==> src/rtl/fmap_read_sequencer_pkg.sv <==
// ============================================================================
// Module  : fmap_rd_defs (package)
// Purpose : Shared FSM encodings and bus width defaults for the fmap read path.
// Rev     : 1.0  initial release
// ============================================================================
`default_nettype none

package fmap_rd_defs;

  localparam int FMAP_DATA_W     = 8;
  localparam int FMAP_BANK_W     = 6;
  localparam int FMAP_ADDR_W     = 11;
  localparam int FMAP_BYTE_CNT_W = 17;

  typedef enum logic [1:0] {
    ST_IDLE  = 2'd0,
    ST_ISSUE = 2'd1,
    ST_DRAIN = 2'd2,
    ST_DONE  = 2'd3
  } fmap_rd_state_t;

endpackage

`default_nettype wire

==> src/rtl/fmap_read_sequencer_if.sv <==
// ============================================================================
// Module  : fmap_read_sequencer_if
// Purpose : Buffer read port plus valid/ready byte stream toward the FC stage.
// Rev     : 1.0  initial release
// ============================================================================
`default_nettype none

interface fmap_read_sequencer_if
  import fmap_rd_defs::*;
#(
  parameter int DATA_W = FMAP_DATA_W,
  parameter int BANK_W = FMAP_BANK_W,
  parameter int ADDR_W = FMAP_ADDR_W
);

  logic              rd_en;
  logic [BANK_W-1:0] rd_bank;
  logic [ADDR_W-1:0] rd_addr;
  logic [DATA_W-1:0] rd_data;
  logic [DATA_W-1:0] out_data;
  logic              out_vld;
  logic              out_rdy;
  logic              out_last;

  modport master (
    output rd_en, rd_bank, rd_addr, out_data, out_vld, out_last,
    input  rd_data, out_rdy
  );

  modport slave (
    input  rd_en, rd_bank, rd_addr, out_data, out_vld, out_last,
    output rd_data, out_rdy
  );

endinterface

`default_nettype wire

==> src/rtl/fmap_read_sequencer_skid_fifo.sv <==
// ============================================================================
// Module  : fmap_skid_fifo
// Purpose : Synchronous first-word-fall-through FIFO with occupancy count.
// Rev     : 1.0  initial release
// ============================================================================
`default_nettype none

module fmap_skid_fifo #(
  parameter  int DATA_W = 8,
  parameter  int DEPTH  = 4,
  localparam int PTR_W  = (DEPTH > 1) ? $clog2(DEPTH) : 1,
  localparam int CNT_W  = $clog2(DEPTH) + 1
) (
  input  logic              clk,
  input  logic              rst,
  input  logic              push,
  input  logic [DATA_W-1:0] push_data,
  input  logic              pop,
  output logic [DATA_W-1:0] head,
  output logic [CNT_W-1:0]  count,
  output logic              empty
);

  logic [DATA_W-1:0] mem [DEPTH];
  logic [PTR_W-1:0]  wr_ptr;
  logic [PTR_W-1:0]  rd_ptr;
  logic [CNT_W-1:0]  cnt;

  always_ff @(posedge clk) begin
    if (push) mem[wr_ptr] <= push_data;
  end

  // Pointers wrap naturally because DEPTH is a power of two.
  always_ff @(posedge clk or posedge rst) begin
    if (rst) begin
      wr_ptr <= '0;
      rd_ptr <= '0;
      cnt    <= '0;
    end else begin
      if (push) wr_ptr <= wr_ptr + PTR_W'(1);
      if (pop)  rd_ptr <= rd_ptr + PTR_W'(1);
      case ({push, pop})
        2'b10:   cnt <= cnt + CNT_W'(1);
        2'b01:   cnt <= cnt - CNT_W'(1);
        default: cnt <= cnt;
      endcase
    end
  end

  assign head  = mem[rd_ptr];
  assign count = cnt;
  assign empty = (cnt == '0);

endmodule

`default_nettype wire

==> src/rtl/fmap_read_sequencer.sv <==
// ============================================================================
// Module  : fmap_read_sequencer
// Purpose : Walks banks x words of the fmap buffer and streams bytes to FC.
//           Optional frame checksum when FMAP_RD_CHKSUM_EN is defined.
// Rev     : 1.0  initial release
// ============================================================================
`default_nettype none

module fmap_read_sequencer
  import fmap_rd_defs::*;
#(
  parameter int DATA_W = FMAP_DATA_W,
  parameter int BANK_W = FMAP_BANK_W,
  parameter int ADDR_W = FMAP_ADDR_W,
  parameter int RD_LAT = 1,
  parameter int FIFO_D = 4
) (
  input  logic                   clk,
  input  logic                   global_rst,
  input  logic                   start,
  input  logic [BANK_W-1:0]      cfg_banks,
  input  logic [ADDR_W-1:0]      cfg_words,
  fmap_read_sequencer_if.master  bus,
  output logic                   busy,
  output logic                   done,
  output logic [15:0]            chksum
);

  localparam int CNT_W  = $clog2(FIFO_D) + 1;
  localparam int BYTE_W = FMAP_BYTE_CNT_W;

  fmap_rd_state_t    state;
  fmap_rd_state_t    state_nxt;

  logic [BANK_W-1:0] banks_q;
  logic [ADDR_W-1:0] words_q;
  logic [BANK_W-1:0] bank_cnt;
  logic [ADDR_W-1:0] addr_cnt;
  logic [BYTE_W-1:0] total_q;
  logic [BYTE_W-1:0] byte_cnt;
  logic [RD_LAT-1:0] vld_sr;

  logic [CNT_W:0]    inflight;
  logic [CNT_W-1:0]  fifo_count;
  logic              fifo_empty;
  logic [DATA_W-1:0] fifo_head;
  logic              credit_ok;
  logic              issue;
  logic              accept;
  logic              cfg_zero;
  logic              last_addr;
  logic              last_bank;
  logic              xfer;

  always_comb begin
    inflight = '0;
    for (int i = 0; i < RD_LAT; i++) begin
      inflight = inflight + {{CNT_W{1'b0}}, vld_sr[i]};
    end
  end

  // Reads in flight already own a FIFO slot, so they count against the credit.
  assign credit_ok = (({1'b0, fifo_count} + inflight) < (CNT_W+1)'(FIFO_D));
  assign issue     = (state == ST_ISSUE) && credit_ok;
  assign accept    = (state == ST_IDLE) && start;
  assign cfg_zero  = (cfg_banks == '0) || (cfg_words == '0);
  assign last_addr = (addr_cnt == words_q - ADDR_W'(1));
  assign last_bank = (bank_cnt == banks_q - BANK_W'(1));
  assign xfer      = bus.out_vld && bus.out_rdy;

  always_ff @(posedge clk or posedge global_rst) begin
    if (global_rst) state <= ST_IDLE;
    else            state <= state_nxt;
  end

  always_comb begin
    state_nxt = state;
    case (state)
      ST_IDLE:  if (start) state_nxt = cfg_zero ? ST_DONE : ST_ISSUE;
      ST_ISSUE: if (issue && last_addr && last_bank) state_nxt = ST_DRAIN;
      ST_DRAIN: if (xfer && bus.out_last) state_nxt = ST_DONE;
      ST_DONE:  state_nxt = ST_IDLE;
      default:  state_nxt = ST_IDLE;
    endcase
  end

  always_ff @(posedge clk or posedge global_rst) begin
    if (global_rst) begin
      banks_q  <= '0;
      words_q  <= '0;
      bank_cnt <= '0;
      addr_cnt <= '0;
      total_q  <= '0;
      byte_cnt <= '0;
      vld_sr   <= '0;
    end else begin
      vld_sr <= (vld_sr << 1) | RD_LAT'(issue);
      if (accept) begin
        banks_q  <= cfg_banks;
        words_q  <= cfg_words;
        bank_cnt <= '0;
        addr_cnt <= '0;
        byte_cnt <= '0;
        total_q  <= BYTE_W'(cfg_banks) * BYTE_W'(cfg_words);
      end else begin
        if (issue) begin
          if (last_addr) begin
            addr_cnt <= '0;
            bank_cnt <= last_bank ? '0 : bank_cnt + BANK_W'(1);
          end else begin
            addr_cnt <= addr_cnt + ADDR_W'(1);
          end
        end
        if (xfer) byte_cnt <= byte_cnt + BYTE_W'(1);
      end
    end
  end

  fmap_skid_fifo #(
    .DATA_W (DATA_W),
    .DEPTH  (FIFO_D)
  ) u_fifo (
    .clk       (clk),
    .rst       (global_rst),
    .push      (vld_sr[RD_LAT-1]),
    .push_data (bus.rd_data),
    .pop       (xfer),
    .head      (fifo_head),
    .count     (fifo_count),
    .empty     (fifo_empty)
  );

  assign bus.rd_en    = issue;
  assign bus.rd_bank  = bank_cnt;
  assign bus.rd_addr  = addr_cnt;
  assign bus.out_vld  = !fifo_empty;
  assign bus.out_data = fifo_head;
  assign bus.out_last = !fifo_empty && ((byte_cnt + BYTE_W'(1)) == total_q);

  assign busy = (state == ST_ISSUE) || (state == ST_DRAIN);
  assign done = (state == ST_DONE);

`ifdef FMAP_RD_CHKSUM_EN
  logic [15:0] sum_q;

  always_ff @(posedge clk or posedge global_rst) begin
    if (global_rst)  sum_q <= '0;
    else if (accept) sum_q <= '0;
    else if (xfer)   sum_q <= sum_q + 16'(bus.out_data);
  end

  assign chksum = sum_q;
`else
  assign chksum = '0;
`endif

endmodule

`default_nettype wire

==> src/flat_wrapper.sv <==
// flat-port wrapper written by rule: the top's interface ports become plain ports
module fmap_read_sequencer_flat import fmap_rd_defs::*;
#(
  parameter int DATA_W = FMAP_DATA_W,
  parameter int BANK_W = FMAP_BANK_W,
  parameter int ADDR_W = FMAP_ADDR_W,
  parameter int RD_LAT = 1,
  parameter int FIFO_D = 4
)
  (clk, global_rst, start, cfg_banks, cfg_words, busy, done, chksum, bus_rd_en, bus_rd_bank, bus_rd_addr, bus_out_data, bus_out_vld, bus_out_last, bus_rd_data, bus_out_rdy);
  fmap_read_sequencer_if #(.DATA_W(DATA_W), .BANK_W(BANK_W), .ADDR_W(ADDR_W)) bus_i ();
  input  logic clk;
  input  logic global_rst;
  input  logic start;
  input  logic [BANK_W-1:0] cfg_banks;
  input  logic [ADDR_W-1:0] cfg_words;
  output logic busy;
  output logic done;
  output logic [15:0] chksum;
  output wire logic [$bits(bus_i.rd_en)-1:0] bus_rd_en;
  output wire logic [$bits(bus_i.rd_bank)-1:0] bus_rd_bank;
  output wire logic [$bits(bus_i.rd_addr)-1:0] bus_rd_addr;
  output wire logic [$bits(bus_i.out_data)-1:0] bus_out_data;
  output wire logic [$bits(bus_i.out_vld)-1:0] bus_out_vld;
  output wire logic [$bits(bus_i.out_last)-1:0] bus_out_last;
  input wire logic [$bits(bus_i.rd_data)-1:0] bus_rd_data;
  input wire logic [$bits(bus_i.out_rdy)-1:0] bus_out_rdy;
  assign bus_rd_en = bus_i.rd_en;
  assign bus_rd_bank = bus_i.rd_bank;
  assign bus_rd_addr = bus_i.rd_addr;
  assign bus_out_data = bus_i.out_data;
  assign bus_out_vld = bus_i.out_vld;
  assign bus_out_last = bus_i.out_last;
  assign bus_i.rd_data = bus_rd_data;
  assign bus_i.out_rdy = bus_out_rdy;
  fmap_read_sequencer #(.DATA_W(DATA_W), .BANK_W(BANK_W), .ADDR_W(ADDR_W), .RD_LAT(RD_LAT), .FIFO_D(FIFO_D)) u_core (.clk(clk), .global_rst(global_rst), .start(start), .cfg_banks(cfg_banks), .cfg_words(cfg_words), .bus(bus_i), .busy(busy), .done(done), .chksum(chksum));
endmodule
==> config.mk <==
export PLATFORM = sky130hd
export DESIGN_NAME = fmap_read_sequencer_flat
export DESIGN_NICKNAME = d
export VERILOG_FILES = /design/src/rtl/fmap_read_sequencer_pkg.sv /design/src/rtl/fmap_read_sequencer_if.sv /design/src/rtl/fmap_read_sequencer_skid_fifo.sv /design/src/rtl/fmap_read_sequencer.sv /design/src/flat_wrapper.sv
export SDC_FILE = /design/constraint.sdc
export NUM_CORES = 1
export LEC_CHECK = 0
export ABC_AREA = 1
export BUFFER_PORTS_ARGS = -buffer_cell sky130_fd_sc_hd__buf_2
export CORE_ASPECT_RATIO = 1.2
export CORE_UTILIZATION = 55
export DETAILED_ROUTE_END_ITERATION = 8
export GPL_TIMING_DRIVEN = 1
export PLACE_DENSITY = 0.78
export SYNTH_ARGS = -nofsm -noshare
export SYNTH_HDL_FRONTEND = slang
export SYNTH_SLANG_ARGS = --single-unit
==> constraint.sdc <==
create_clock -name clk -period 2 [get_ports clk]
set_input_delay 0.2 -clock clk [delete_from_list [all_inputs] [get_ports clk]]
set_output_delay 0.2 -clock clk [all_outputs]
set_load 0.01 [all_outputs]
==> results.tsv, run 1 <==
stage	metric	value	unit
status	status	finished, violations left	
status	failed_checks	negative setup slack	
sta	rsz0062_at_grt	true	
sta	slew_violations	0	
min_path	hold_start	bus_rd_data[6]	
layout	layout.nets	1334	
floorplanning	initial_core_util	56.9	%
setup_path	worstPathMaxFanout	7	
min_path	min_path_type	in -> reg	
clock_tree	htreeDepth	3	
floorplanning	fp-row-count	48	
sta	hold_viol	0	
pwr	powerDensity	1200	nW/um2
routing	vias	7566	
clock_tree	cts_tree	done	
pwr	combPwrFrac	58.6	%
setup_path	startpoint_type	input port	
routing	drc	0	
placement	gp_congestion	0.898	
global_route	grt_max_degree	42	
setup_path	cp.required	2260	ps
sta	setup_slack	-1040	ps
setup_path	critical-path-top-delay-family	adder cells	
yosys	synthCells	1060	
placement	placed_area	9600	um2
floorplanning	die_w	114	um
yosys	synth_top_flop_cell	dfrtp_1	
layout	drive_above_1_share	30.1	%
pwr	ir_drop	908	uV
setup_path	cp_cell_sequence	buf_4 > nand2_1 > inv_1 > fa_2 > fa_1 > fa_1 > ha_4 > a21oi_2 > o21ai_1 > a211oi_1 > o21ai_1 > or2_4 > nand3_2 > nand2_1	
pwr	swShare	44.3	%
clock_tree	cts-root-buf	clkbuf_16	
sta	fmax	329	MHz
setup_path	slowest_stage	fa_1	
routing	antenna_left	0	
routing	postRouteWirelength	21100	um
pwr	p_seq_share	27.6	%
sta	timing.final.crit_share	152	%
setup_path	path_class	in -> reg	
global_route	grt.total_usage	27.5	%
routing	first_pass_iters	5	
pwr	power_switching	5.72	mW
pwr	power.share.clock	13.7	%
routing	viasPerCell	5.28	
setup_path	critPathMaxStageDelay	610	ps
min_path	hold_depth	1	
setup_path	r2r-end	u_core.state[1]	
pwr	power	12.9	mW
setup_path	cp_num_buf_inv	2	
layout	fin_area	10800	um2
setup_path	r2r-start	u_core.byte_cnt[1]	
floorplanning	pin_count	75	
layout	finish.utilization	74.3	%
yosys	synthArstFlopShare	70.9	%
floorplanning	core_region_area	14500	um2
setup_path	worstPathArrival	3300	ps
yosys	synth_edf_count	32	
yosys	synth_cell_types	46	
clock_tree	cts_sinks	110	
floorplanning	dieArea	15500	um2
yosys	yosys_warnings	0	
placement	portBuffers	58	
routing	drt_iter0_markers	475	
yosys	netlist_area	8270	um2
layout	final-seq-area	2910	um2
run	maxCapViolCount	0	
yosys	synth_seq_cells	110	
global_route	overflow	0	
layout	multiInputGateArea	5030	um2
clock_tree	cts_buffer_depth	2	
setup_path	end_kind	flop	
routing	wl_per_cell	14.8	um
placement	dpl.hpwl	14400	um
sta	period_minus_slack	3040	ps
clock_tree	cts_made_buffers	9	
pwr	p_int	7.19	mW
setup_path	worst-r2r-setup-slack	-200	ps
layout	antennaDiodeCount	0	
global_route	antenna_found_initial	0	
clock_tree	cts.clk_slew.worst_paths	80	ps
setup_path	reg2reg_depth	16	
layout	syn_to_final_growth	30.6	%
min_path	min_delay_worst_endpoint	u_core.u_fifo.mem[2][6]	
sta	skew	7.79	ps
yosys	postSynthAreaPerCell	7.80	um2
global_route	grt_pass1_vias	7450	
pwr	power.leakage	5.49	nW
layout	fillers	1027	
floorplanning	die_y	136	um
sta	finalSetupViolations	22	
yosys	ys_seq_area_share	35.2	%
clock_tree	worstSkewPairLatency	370	ps
global_route	grt_pass1_wl	33500	um
## cell families (layout without fill, tap and decap cells)
logic type,after synthesis,count (layout),synth area share (%)
compound gates,126,126,8.62
xor+xnor,38,38,4.52
fa+ha+maj,78,78,15.2
buf+inv,246,403,12.2
flops,110,110,35.2
other cells,1,16,0.0453
simple gates,461,461,24.2
## layer usage
layer,global-route usage [%],wire length (um),part of all wire [%],vias up
met5,0,0,0,-
met4,11.8,788,3.7,0
met3,3.57,866,4.1,63
met2,50.7,11200,53,233
met1,31.9,8290,39,3634
li1,-,-,-,3636
## timing repair
item	4_1_cts	5_1_grt
cloned	1	0
hold endpoints to repair	17	0
endpoints found under the setup margin	34	45
pin swaps	69	33
gates resized for setup	132	63
hold buffers	1	0
buffers inserted	16	12
## registers in the layout (all words and copies together) (netlist names), 3 cells and up
| signal | count |
|---|---|
| u_core.bus.rd_addr | 11 |
| u_core.bus.rd_bank | 6 |
| u_core.banks_q | 6 |
| u_core.total_q | 17 |
| u_core.byte_cnt | 17 |
| u_core.u_fifo.count | 3 |
| u_core.words_q | 11 |
| u_core.u_fifo.mem | 32 |
## layout make-up
type                            instances  area share (%)
Clock buffer                            9            2.09
Clock inverter                          7           0.637
Inverter                              198            6.96
Multi-Input combinational cell        719            46.6
Sequential cell                       110            27.0
Tap cell                              200            2.32
Timing Repair Buffer                  189            14.5
## worst max path at each step
stage | slack, ps | end | startpoint | depth (start not counted)
after floorplan | -1320 | u_core.total_q[12] | cfg_banks[0] | 18
after global placement | -1450 | u_core.total_q[12] | cfg_banks[5] | 16
after detailed placement | -1530 | u_core.total_q[12] | cfg_banks[5] | 16
after CTS | -940 | u_core.total_q[16] | cfg_banks[5] | 18
after global routing | -1130 | u_core.total_q[16] | cfg_banks[3] | 18
final | -1040 | u_core.total_q[16] | cfg_words[6] | 14
## metrics by stage
| step | setup TNS (ps) | hold WS, ps | cells | setup slack (ps) |
|---|---|---|---|---|
| 6_report | -12380 | 42.3 | 1432 | -1040 |
| 5_1_grt | -15650 | 37.2 | 1432 | -1130 |
| 4_1_cts | -10670 | 36.0 | 1420 | -943 |
| 3_5_place_dp | -18320 | 253 | 1390 | -1530 |
| 3_3_place_gp | -17100 | 250 | 1390 | -1450 |
| 2_1_floorplan | -12720 | 299 | 1075 | -1320 |
## power by group through the flow
| stage | clock network (mW) | logic [mW] | registers [mW] |
|---|---|---|---|
| 2_1_floorplan | 0 | 4.41 | 3.41 |
| 3_3_place_gp | 0 | 6.02 | 3.52 |
| 3_5_place_dp | 0 | 6.25 | 3.55 |
| 4_1_cts | 1.79 | 6.88 | 3.52 |
| 5_1_grt | 1.87 | 8.32 | 3.65 |
| 6_report | 1.77 | 7.57 | 3.57 |
## layout by cell type, fill, tap and decap left out, types with 5 or more instances in the layout
master and count:
conb_1 16, clkbuf_16 9, nand4_1 13, o21ai_1 16
nor3_1 5, nand2_4 8, nand3_2 18, nor2_4 8
nor2_2 12, inv_2 27, ha_4 13, o21ai_2 12
buf_6 25, nor2_1 60, edfxtp_1 32, nand3_1 49
nand2_2 32, a21oi_2 9, xor2_1 20, nand2_1 235
buf_2 43, o21ai_0 45, fa_1 34, xnor2_1 11
buf_4 107, buf_12 8, ha_1 27, o22ai_1 27
inv_1 169, dfrtp_1 78
## cells in the mapped netlist (5+ instances only)
cell	count	area (um2)
xor2_1	21	184
a21oi_1	15	75.1
ha_1	40	500
nor2_2	10	62.6
o21ai_2	7	61.3
inv_1	193	724
nand2_1	265	995
o22ai_1	27	169
nand3_1	68	340
nor3_1	7	35.0
edfxtp_1	32	961
clkbuf_1	22	82.6
dfrtp_1	78	1950
fa_1	38	761
clkbuf_2	6	30.0
nor2_1	68	255
buf_4	16	120
xnor2_1	14	123
nand4_1	13	81.3
nor4_1	5	31.3
nand2_2	9	56.3
o21ai_0	65	325
Power figures use the tool's default switching activity.
==> inputs of run 2 (changes only) <==
--- a/config.mk
+++ b/config.mk
@@ -11,7 +11,8 @@
 export CORE_UTILIZATION = 55
 export DETAILED_ROUTE_END_ITERATION = 8
 export GPL_TIMING_DRIVEN = 1
-export PLACE_DENSITY = 0.78
+export PLACE_DENSITY = 0.75
+export SETUP_SLACK_MARGIN = 0.15
 export SYNTH_ARGS = -nofsm -noshare
 export SYNTH_HDL_FRONTEND = slang
 export SYNTH_SLANG_ARGS = --single-unit
==> constraint.sdc (replaced) <==
create_clock -name clk -period 3.9 [get_ports clk]
set_input_delay 0.39 -clock clk [delete_from_list [all_inputs] [get_ports clk]]
set_output_delay 0.39 -clock clk [all_outputs]
set_load 0.01 [all_outputs]
==> results.tsv, run 2 (same netlist as run 1, synthesis figures left out) <==
stage	metric	value	unit	change
status	status	completed		
global_route	grt_pass1_wl	30000	um	-10%
sta	fmax	284	MHz	
setup_path	setup.worst_path.start	cfg_banks[5]		
global_route	grt_pass1_vias	6681		-10%
setup_path	worstPathMaxFanout	10		+3
sta	worstMarginPinSlew	852	ps	
setup_path	r2r-start	u_core.byte_cnt[0]		
sta	hold_viol	0		unchanged
setup_path	cp.required	4130	ps	+1870 ps
setup_path	reg2reg_depth	11		-5
global_route	overflow	0		unchanged
pwr	power	5.45	mW	-58%
min_path	min_path_type	in -> async		
floorplanning	pin_count	75		unchanged
sta	timing.final.crit_share	90.4	%	
floorplanning	die_y	136	um	unchanged
floorplanning	fp-row-count	48		unchanged
floorplanning	initial_core_util	56.9	%	unchanged
clock_tree	cts-root-buf	clkbuf_16		
global_route	grt.total_usage	24.4	%	-3.2 points
pwr	power.leakage	4.75	nW	-13%
clock_tree	cts_tree	done		
clock_tree	post_cts_hold_buffer_count	0		-1
routing	wl_per_cell	13.3	um	-9.6%
setup_path	worstPathArrival	3750	ps	+450 ps
sta	slew_violations	0		unchanged
layout	syn_to_final_growth	9.61	%	
floorplanning	core_region_area	14500	um2	unchanged
floorplanning	die_w	114	um	unchanged
layout	layout.nets	1220		-8.5%
clock_tree	cts_buffer_depth	2		unchanged
setup_path	end_kind	flop		
run	maxCapViolCount	0		unchanged
sta	skew	9.71	ps	+1.92 ps
global_route	antenna_found_initial	0		unchanged
placement	portBuffers	58		unchanged
layout	top_register	u_core.u_fifo.mem		
setup_path	worst-r2r-setup-slack	1550	ps	+1750 ps
sta	finalSetupViolations	0		-100%
clock_tree	post_cts_buffers	0		-16
global_route	grt_max_degree	51		+21%
routing	viasPerCell	5.13		-2.8%
floorplanning	dieArea	15500	um2	unchanged
placement	dp.cells	1302		-6.3%
layout	final_cell_count_no_fill	1318		-8.0%
routing	antenna_left	0		unchanged
clock_tree	cts_resized	0		-100%
placement	dpl.hpwl	13500	um	-6.0%
pwr	ir_drop	456	uV	-50%
sta	setup_slack	376	ps	+1420 ps
layout	final_common_cell	nand2_1		
routing	postRouteWirelength	17600	um	-17%
setup_path	r2r-end	u_core.state[1]		
clock_tree	cts.clk_slew.worst_paths	80	ps	about the same
layout	largest_reg_flops	32		unchanged
sta	period_minus_slack	3520	ps	
sta	relSlewSlack	43.2	%	
layout	drive_above_1_share	11.9	%	-18 points
clock_tree	cts_made_buffers	9		unchanged
clock_tree	worstSkewPairLatency	360	ps	about the same
routing	drc	0		unchanged
routing	first_pass_iters	5		unchanged
clock_tree	htreeDepth	3		unchanged
layout	layout_common_cells	nand2_1, inv_1, dfrtp_1, nand3_1, nor2_1		
sta	rsz0062_at_grt	false		
clock_tree	cts_sinks	110		unchanged
placement	dp_slack	-48.3	ps	+1480 ps
layout	antennaDiodeCount	0		unchanged
routing	vias	6767		-11%
pwr	powerDensity	601	nW/um2	-50%
setup_path	startpoint_type	input port		
placement	gp_congestion	0.866		-3.6%
routing	drt_iter0_markers	399		-16%
layout	top_regs	u_core.u_fifo.mem: 32 flops, u_core.byte_cnt: 17 flops, u_core.total_q: 17 flops		
setup_path	path_class	in -> reg		
[run 2: cell types whose count changed in the layout (fill, tap and decap cells not counted), sizes merged]
cell         before  now
buf             187   72
bufbuf            1    0
bufinv            0    1
clkbuf            9   12
clkinv            4    3
dlygate4sd3       1    0
[run 2: area by class of cell]
| type | instances | area, um2 |
|---|---|---|
| Inverter | 198 | 749 |
| Clock buffer | 9 | 225 |
| Timing Repair Buffer | 75 | 425 |
| Sequential cell | 110 | 2910 |
| Fill cell | 1316 | 5470 |
| Multi-Input combinational cell | 719 | 4410 |
| Tap cell | 200 | 250 |
| Clock inverter | 7 | 90.1 |
[run 2: worst max-delay path, cell delays in order]
cell and delay, ps:
clkbuf_4 170, nand2_1 100, fa_1 530, fa_1 530, fa_1 550, inv_1 40, ha_1 310, a21oi_1 160
nand2_1 90, nand2_1 90, nand2_1 60, a21oi_2 170, o21ai_0 160, a21oi_1 190, xor2_1 150, o21ai_0 80
[run 2: how the worst max path moves through the flow]
stage | end | slack (ps)
global placement | u_core.total_q[16] | 70
global route | u_core.total_q[12] | 160
detailed placement | u_core.total_q[12] | -50
finish | u_core.total_q[12] | 380
floorplan | u_core.total_q[12] | 150
CTS | u_core.total_q[12] | 330
[run 2: layer usage]
layer  GRT usage [%]  part of all wire [%]  vias up
met2            44.3                    52      147
li1                -                     -     3395
met3            2.76                   3.5       19
met1            30.0                    43     3206
met5               0                     0        -
met4            8.01                   1.5        0
[run 2: power breakdown]
| part | internal [mW] | switching, mW | total [mW] |
|---|---|---|---|
| Clock | 0.513 | 0.445 | 0.958 |
| Sequential | 1.51 | 0.338 | 1.84 |
| Combinational | 1.04 | 1.60 | 2.64 |
| Total | 3.06 | 2.39 | 5.45 |
[run 2: through the flow]
stage / hold slack (ps) / setup TNS [ps] / instance area, um2 / util, %
after floorplan: 466 / 0 / 8340 / -
after global placement: 482 / 0 / 8740 / 60.1
after detailed placement: 497 / -48.3 / 8740 / 60.1
after CTS: 198 / 0 / 9060 / 62.3
after global routing: 236 / 0 / 9060 / 62.4
final: 160 / 0 / 9060 / 62.4
==> inputs of run 3 (changes only) <==
--- a/config.mk
+++ b/config.mk
@@ -7,7 +7,7 @@
 export LEC_CHECK = 0
 export ABC_AREA = 1
 export BUFFER_PORTS_ARGS = -buffer_cell sky130_fd_sc_hd__buf_2
-export CORE_ASPECT_RATIO = 1.2
+export CORE_ASPECT_RATIO = 1.25
 export CORE_UTILIZATION = 55
 export DETAILED_ROUTE_END_ITERATION = 8
 export GPL_TIMING_DRIVEN = 1
==> results.tsv, run 3 (same netlist as run 1, synthesis figures left out) <==
stage	metric	value	unit	change
setup_path	critPathMaxStageDelay	540	ps	about the same
floorplanning	initial_core_util	56.9	%	about the same
status	failed_checks	design-rule violations		
clock_tree	cts_buffer_depth	2		unchanged
clock_tree	worstSkewPairLatency	360	ps	about the same
clock_tree	post_cts_buffers	0		unchanged
pwr	powerDensity	599	nW/um2	-0.31%
layout	layout.nets	1222		+0.16%
layout	largest_reg_flops	32		unchanged
run	maxCapViolCount	0		unchanged
pwr	power.leakage	4.75	nW	about the same
clock_tree	cts_made_buffers	9		unchanged
sta	worstMarginPinSlew	881	ps	+28.6 ps
routing	drt_iter0_markers	332		-17%
floorplanning	die_w	112	um	-2.0%
layout	syn_to_final_growth	9.21	%	
setup_path	critical-path-top-delay-family	adder cells		
placement	gp_congestion	0.886		+2.2%
sta	finalSetupViolations	0		unchanged
placement	dpl.hpwl	13500	um	-0.46%
global_route	grt_max_degree	53		+3.9%
global_route	grt.total_usage	23.6	%	-0.81 points
sta	fin_setup_tns	0	ps	unchanged
setup_path	startpoint_type	input port		
routing	vias	6727		-0.59%
setup_path	cp.required	4120	ps	about the same
sta	timing.final.crit_share	90.3	%	about the same
layout	top_regs	u_core.u_fifo.mem: 32 flops, u_core.byte_cnt: 17 flops, u_core.total_q: 17 flops		
routing	wl_per_cell	13.4	um	+0.18%
sta	fmax	284	MHz	about the same
routing	antenna_left	0		unchanged
layout	antennaDiodeCount	0		unchanged
setup_path	slowest_stage	fa_1		
routing	drc	3		+3
sta	hold-worst-slack	181	ps	+21.1 ps
setup_path	end_kind	flop		
setup_path	cp_num_buf_inv	5		+3
clock_tree	post_cts_hold_buffer_count	0		unchanged
setup_path	worstPathArrival	3740	ps	about the same
setup_path	worstPathMaxFanout	10		unchanged
sta	skew	8.18	ps	-1.53 ps
clock_tree	cts_sinks	110		unchanged
setup_path	r2r-start	u_core.byte_cnt[0]		
setup_path	r2r-end	u_core.state[0]		
sta	hold_viol	0		unchanged
setup_path	worst-r2r-setup-slack	1370	ps	-180 ps
layout	layout_common_cells	nand2_1, inv_1, dfrtp_1, nand3_1, nor2_1		
floorplanning	fp-row-count	49		+2.1%
pwr	ir_drop	426	uV	-6.5%
sta	relSlewSlack	41.2	%	-2.0 points
floorplanning	die_y	139	um	+2.0%
global_route	antenna_found_initial	0		unchanged
routing	viasPerCell	5.18		+0.94%
setup_path	cp_cell_sequence	clkbuf_4 > buf_4 > nand2_1 > inv_1 > fa_1 > fa_1 > inv_1 > fa_1 > inv_1 > ha_1 > nand2_1 > nand2_1 > a21oi_2 > o21ai_0 > a21oi_1 > xor2_1 > o21ai_0		
clock_tree	cts-root-buf	clkbuf_16		
setup_path	path_class	in -> reg		
floorplanning	core_region_area	14500	um2	about the same
sta	slew_violations	0		unchanged
sta	rsz0062_at_grt	false		
floorplanning	dieArea	15500	um2	about the same
status	status	finished, violations left		
placement	portBuffers	58		unchanged
clock_tree	cts.clk_slew.worst_paths	80	ps	about the same
routing	postRouteWirelength	17400	um	-1.3%
global_route	overflow	0		unchanged
global_route	grt_pass1_vias	6494		-2.8%
setup_path	reg2reg_depth	11		unchanged
routing	first_pass_iters	7		+2
layout	top_register	u_core.u_fifo.mem		
layout	final_common_cell	nand2_1		
global_route	grt_pass1_wl	29400	um	-1.9%
clock_tree	htreeDepth	3		unchanged
min_path	min_path_type	in -> async		
floorplanning	pin_count	75		unchanged
sta	period_minus_slack	3520	ps	-2.36 ps
layout	drive_above_1_share	12.1	%	+0.25 points
clock_tree	cts_tree	done		
-- run 3: timing repair --
action,4_1_cts,5_1_grt
endpoints found under the setup margin,0,2
hold endpoints to repair,0,0
gates resized for setup,0,4
-- run 3: worst max-delay path by stage --
stage            startpoint                 end  slack (ps)  depth (start not counted)
2_1_floorplan  cfg_banks[1]  u_core.total_q[12]         150                         18
3_3_place_gp   cfg_banks[4]  u_core.total_q[16]          70                         16
3_5_place_dp   cfg_banks[5]  u_core.total_q[12]         -10                         16
4_1_cts        cfg_banks[5]  u_core.total_q[12]         360                         16
5_1_grt        cfg_banks[5]  u_core.total_q[12]         160                         17
6_report       cfg_banks[5]  u_core.total_q[12]         380                         17
-- run 3: final cells by class --
class,count,area [um2]
timing repair buffer,77,440
clock buffer,10,239
fill,1324,5500
clock inverter,6,51.3
inverter,198,749
multi-input combinational,719,4420
tap,178,223
sequential,110,2910
-- run 3: where the power goes --
| part | internal, mW | total (mW) | switching (mW) |
|---|---|---|---|
| Sequential | 1.51 | 1.84 | 0.333 |
| Clock | 0.461 | 0.905 | 0.444 |
| Combinational | 1.07 | 2.67 | 1.60 |
-- run 3: through the flow --
stage	setup slack [ps]	area [um2]	cells	util (%)	total power [mW]
2_1_floorplan	150	8340	1075	-	3.83
3_3_place_gp	74.0	8730	1282	60.1	4.45
3_5_place_dp	-11.6	8730	1282	60.1	4.53
4_1_cts	361	9020	1298	62.1	5.45
5_1_grt	157	9030	1298	62.2	5.89
6_report	379	9030	1298	62.2	5.41
-- run 3: layer usage --
metal / vias to the layer above / track usage [%] / wire (um)
met5: - / 0 / 0
met4: 0 / 8.96 / 355
met3: 23 / 2.67 / 587
met2: 145 / 42.4 / 8970
met1: 3151 / 28.8 / 7440
li1: 3408 / - / -
-- run 3: worst reg2reg max path, stage by stage, from the launching register on --
cell and delay [ps]:
dfrtp_1 440, ha_1 220, nand3_1 160, nor2_4 270, nand4_1 200, xor2_1 280, xor2_1 250, nand4_1 260
nand2_2 160, nand2_2 70, nand2_1 70, nand2_1 50
